### config.mk
export PLATFORM = sky130hd
export DESIGN_NAME = minmax_frame_sequencer
export DESIGN_NICKNAME = d
export VERILOG_FILES = /design/src/rtl/minmax_pkg.sv /design/src/rtl/minmax_frame_sequencer.sv
export SDC_FILE = /design/constraint.sdc
export NUM_CORES = 1
export LEC_CHECK = 0
export ABC_AREA = 1
export ABC_CLOCK_PERIOD_IN_PS = 3300
export CAP_MARGIN = 10
export CORE_UTILIZATION = 52
export DETAILED_ROUTE_END_ITERATION = 7
export PLACE_DENSITY = 0.84
export SLEW_MARGIN = 0
export SYNTH_ARGS = -nofsm -noshare
export SYNTH_HDL_FRONTEND = slang
export SYNTH_SLANG_ARGS = --single-unit
### constraint.sdc
create_clock -name clk_i -period 3.3 [get_ports clk_i]
set_clock_uncertainty 0.15 [all_clocks]
set_input_delay 0.66 -clock clk_i [delete_from_list [all_inputs] [get_ports clk_i]]
set_output_delay 0.66 -clock clk_i [all_outputs]
set_load 0.01 [all_outputs]
### src/rtl/minmax_pkg.sv
// Shared types and constants for the min/max frame sequencer.
package minmax_pkg;

   typedef enum logic [1:0] {
      StIdle,
      StLoad,
      StWait,
      StOut
   } state_e;

   localparam int unsigned DATA_W_DEF  = 8;
   localparam int unsigned N_BYTES_DEF = 8;

   // Width needed to hold any count in 0..n inclusive.
   function automatic int unsigned cnt_w(input int unsigned n);
      return $clog2(n + 1);
   endfunction

   localparam int unsigned BYTE_CNT_W_DEF = cnt_w(N_BYTES_DEF);

endpackage

### src/rtl/minmax_frame_sequencer.sv
// Groups upstream bytes into frames, strobes them into the min/max datapath and
// hands the result (or a timeout error) downstream on a valid/ready port.
module minmax_frame_sequencer
   import minmax_pkg::*;
#(
   parameter int unsigned DATA_W  = DATA_W_DEF,
   parameter int unsigned N_BYTES = N_BYTES_DEF,
   parameter int unsigned TIMEOUT = 64,
   parameter int unsigned CNT_W   = 16
) (
   input  logic              clk_i,
   input  logic              rst_ni,
   input  logic              in_valid_i,
   output logic              in_ready_o,
   input  logic [DATA_W-1:0] in_data_i,
   output logic              dp_start_o,
   output logic              dp_load_o,
   output logic [DATA_W-1:0] dp_data_o,
   input  logic              dp_done_i,
   input  logic [DATA_W-1:0] dp_w_i,
   output logic              out_valid_o,
   input  logic              out_ready_i,
   output logic [DATA_W-1:0] out_data_o,
   output logic              out_err_o,
   output logic              busy_o,
   output logic [CNT_W-1:0]  frame_cnt_o
);

   localparam int unsigned BCW = cnt_w(N_BYTES);
   localparam int unsigned TCW = cnt_w(TIMEOUT);
   localparam logic [BCW-1:0] LastByte    = BCW'(N_BYTES - 1);
   localparam logic [TCW-1:0] TimeoutLast = TCW'(TIMEOUT - 1);

   state_e            state_q;
   logic [BCW-1:0]    byte_cnt_q;
   logic [TCW-1:0]    to_cnt_q;
   logic              dp_start_q;
   logic              dp_load_q;
   logic [DATA_W-1:0] dp_data_q;
   logic              out_valid_q;
   logic [DATA_W-1:0] out_data_q;
   logic              out_err_q;
   logic [CNT_W-1:0]  frame_cnt_q;

   always_ff @(posedge clk_i or negedge rst_ni) begin
      if (!rst_ni) begin
         state_q     <= StIdle;
         byte_cnt_q  <= '0;
         to_cnt_q    <= '0;
         dp_start_q  <= 1'b0;
         dp_load_q   <= 1'b0;
         dp_data_q   <= '0;
         out_valid_q <= 1'b0;
         out_data_q  <= '0;
         out_err_q   <= 1'b0;
         frame_cnt_q <= '0;
      end else begin
         // Strobes are single-cycle unless re-armed below.
         dp_start_q <= 1'b0;
         dp_load_q  <= 1'b0;
         unique case (state_q)
            StIdle: begin
               if (in_valid_i) begin
                  dp_start_q <= 1'b1;
                  dp_load_q  <= 1'b1;
                  dp_data_q  <= in_data_i;
                  byte_cnt_q <= BCW'(1);
                  state_q    <= StLoad;
               end
            end
            StLoad: begin
               if (in_valid_i) begin
                  dp_load_q  <= 1'b1;
                  dp_data_q  <= in_data_i;
                  byte_cnt_q <= byte_cnt_q + 1'b1;
                  if (byte_cnt_q == LastByte) begin
                     state_q <= StWait;
                  end
               end
            end
            StWait: begin
               to_cnt_q <= to_cnt_q + 1'b1;
               // A result arriving in the timeout cycle takes priority.
               if (dp_done_i) begin
                  out_data_q  <= dp_w_i;
                  out_err_q   <= 1'b0;
                  out_valid_q <= 1'b1;
                  state_q     <= StOut;
               end else if (to_cnt_q == TimeoutLast) begin
                  out_data_q  <= '0;
                  out_err_q   <= 1'b1;
                  out_valid_q <= 1'b1;
                  state_q     <= StOut;
               end
            end
            StOut: begin
               if (out_ready_i) begin
                  out_valid_q <= 1'b0;
                  frame_cnt_q <= frame_cnt_q + 1'b1;
                  byte_cnt_q  <= '0;
                  to_cnt_q    <= '0;
                  state_q     <= StIdle;
               end
            end
            default: state_q <= StIdle;
         endcase
      end
   end

   always_comb begin
      in_ready_o = (state_q == StIdle) || (state_q == StLoad);
      busy_o     = (state_q != StIdle);
   end

   assign dp_start_o  = dp_start_q;
   assign dp_load_o   = dp_load_q;
   assign dp_data_o   = dp_data_q;
   assign out_valid_o = out_valid_q;
   assign out_data_o  = out_data_q;
   assign out_err_o   = out_err_q;
   assign frame_cnt_o = frame_cnt_q;

endmodule

==> impl_metrics.py <==
metrics = {
    "routing": {
        "wl_per_cell_um": 11.66,
        "post-route-drc-count": 0,
        "vias_per_cell": 5.028,
        "postRouteAntennaNets": 0,
        "routed_wl_um": 4582,
        "num_vias": 1976,
        "drtIter0Drc": 69,
        "drt_pre_antenna_iters": 4,
    },
    "yosys": {
        "synth_compound_area_share_pct": 4.754,
        "yosys_warnings": 0,
        "synth_top_family_by_area": "simple AND/OR/NAND/NOR gates",
        "synthTopCellsByCount": "nand2_1, dfrtp_1, inv_1, nand3_1, nor2_1",
        "synthMuxAreaShare_pct": 0,
        "synth_most_common_cell": "nand2_1",
        "yosys.area_share.simple_pct": 30.45,
        "synthArstFlopShare_pct": 100.0,
        "syn_avg_cell_area_um2": 8.456,
        "synth_top_area_share_pct": 52.35,
        "ys_ff_latch": 49,
        "synth_xor_area_share_pct": 3.739,
        "syn_area_um2": 2342,
        "synth_flop_cell": "dfrtp_1",
        "synth_top_cell_by_area": "dfrtp_1",
        "ys_seq_area_share_pct": 52.35,
        "netlist_top_cells_area": "dfrtp_1, nand2_1, nand3_1",
        "postSynthCellCount": 277,
        "synth_adder_area_share_pct": 3.739,
        "synthesis.nets": 305,
        "synth_cell_types": 25,
        "synth_edf_count": 0,
    },
    "power": {
        "peakVddDrop_uv": 483.8,
        "power.leakage_nw": 1.538,
        "total_power_mw": 2.410,
        "p_per_area_nw_per_um2": 775.1,
    },
    "floorplanning": {
        "dieHeight_um": 69.12,
        "dieWidth_um": 69.12,
        "initial_core_util_pct": 53.79,
        "die_area_um2": 4777,
        "core_um2": 4354,
        "num_rows": 24,
        "ios": 59,
    },
    "global_routing": {
        "grt_max_degree": 50,
        "track_usage_pct": 21.19,
        "grt_pass1_vias": 1983,
        "gr-total-overflow": 0,
        "antenna_found_initial": 0,
        "grt_pass1_wl_um": 8238,
    },
    "timing": {
        "worst_pin_slew_ps": 1041,
        "max_freq_ghz": 0.3908,
        "tns_ps": 0,
        "setup_viol": 0,
        "hold_viol_final": 0,
        "fin_worst_hold_slack_ps": 330.9,
        "fin_crit_ps": 2559,
        "fin_crit_sh_pct": 77.53,
        "slew_viol_final": 0,
        "rsz0062_at_grt": "no",
        "slew_headroom_pct": 30.58,
    },
    "min_path": {
        "worstHoldPathType": "flip-flop to flip-flop",
    },
    "cts": {
        "cts_resized": 0,
        "hold_buffers": 0,
        "post_cts_buffers": 0,
        "cts_tree": "done",
        "clockBufferDepth": 2,
        "numCtsBuffers": 5,
        "cts.sinks": 49,
        "root_buffer": "clkbuf_8",
        "h-tree-depth": 2,
        "clk_pin_slew_ps": 90,
        "insertion_delay_ps": 290,
    },
    "place": {
        "place_area_um2": 2975,
        "port_buffers": 58,
        "routabilityCongestion": 0.8334,
        "dp_hpwl_um": 3500,
    },
    "final_layout": {
        "diodes": 0,
        "drive_above_1_share_pct": 6.745,
        "areaGrowthSynthToFinish_pct": 32.75,
        "nets": 368,
        "postLayoutCellArea_um2": 3109,
        "utilization_pct": 71.41,
    },
    "worst_setup_path": {
        "worst-path-max-fanout": 6,
        "worstPathRequired_ps": 2490,
        "slowest_delay_ps": 530,
        "path_cells": "inv_1, ha_1, inv_1, nand2_2, clkdlybuf4s50_1",
        "crit_path_top_delay_cell": "clkdlybuf4s50_1",
        "cp_common_cell": "inv_1",
        "crit_path_start_kind": "flip-flop",
        "path_class": "flip-flop to primary output",
        "endpoint_kind": "primary output",
        "cp.arrival_ps": 1750,
    },
    "flow_run": {
        "maxCapViolCount": 0,
    },
    "outcome": {
        "status": "completed",
    },
}
through the flow:
step / instances / worst slack, ps
2_1_floorplan: 277 / 1636
3_3_place_gp: 385 / 1098
3_5_place_dp: 385 / 1061
4_1_cts: 393 / 725.9
5_1_grt: 393 / 620.8
6_report: 393 / 741.4
worst paths after layout:
check | start | end | slack, ps | cells past startpoint
worst min register to register | dp_data_o[2] | dp_data_o[2] | 330 | 2
worst min-delay path | dp_data_o[2] | dp_data_o[2] | 330 | 2
max in group asynchronous | rst_ni | to_cnt_q[0] | 1960 | 1
min in group asynchronous | rst_ni | dp_load_o | 390 | 1
worst max-delay path | state_q[1] | in_ready_o | 740 | 5
worst max register to register | state_q[0] | to_cnt_q[3] | 1430 | 6
layout make-up:
type / count / area, um2
Tap cell: 52 / 65.06
Sequential cell: 49 / 1226
Clock buffer: 5 / 68.82
Inverter: 29 / 108.9
Fill cell: 326 / 1245
Multi-Input combinational cell: 197 / 999.7
Timing Repair Buffer: 58 / 575.6
Clock inverter: 3 / 65.06
kinds of logic (layout without fill, tap and decap cells):
logic type	after synthesis	after routing
simple gates	160	160
flops	49	49
buf+inv	31	95
compound gates	20	20
xor+xnor	10	10
fa+ha+maj	7	7
critical path, delay by kind of cell, from the launching register on:
kind                     cells  cell delay (ps)
adder cells (fa/ha/maj)      1              240
AND/OR/NAND/NOR              1               90
buffers and inverters        3              710
flip-flops                   1              410
flip-flops by register name, summed over array words and instances (netlist names):
name / cells
byte_cnt_q: 4
dp_load_o: 1
out_data_o: 8
dp_start_o: 1
dp_data_o: 8
frame_cnt_o: 16
out_valid_o: 1
state_q: 2
to_cnt_q: 7
out_err_o: 1
layer usage:
| metal | GRT usage [%] | routed length [um] | vias up |
|---|---|---|---|
| li1 | - | - | 1000 |
| met1 | 26.50 | 2048 | 920 |
| met2 | 37.76 | 2295 | 54 |
| met3 | 4.532 | 216 | 2 |
| met4 | 4.308 | 21 | 0 |
| met5 | 0 | 0 | - |
report_power, final:
group / total (mW) / switching (mW) / leakage (nW) / internal, mW
Combinational: 0.984 / 0.511 / 0.841 / 0.473
Clock: 0.496 / 0.195 / 0.0681 / 0.301
Sequential: 0.930 / 0.134 / 0.628 / 0.796
Total: 2.41 / 0.840 / 1.54 / 1.57
placed cells by master, fill, tap and decap left out, types with 3 or more instances in the layout:
cell / n
a21oi_1: 3
clkbuf_8: 5
clkdlybuf4s50_1: 57
dfrtp_1: 49
ha_1: 7
inv_1: 26
inv_2: 3
nand2_1: 99
nand2_2: 5
nand3_1: 20
nand4_1: 6
nor2_1: 20
o21ai_0: 12
xnor2_1: 6
xor2_1: 4
No activity file was read; power rests on OpenSTA's default activity.
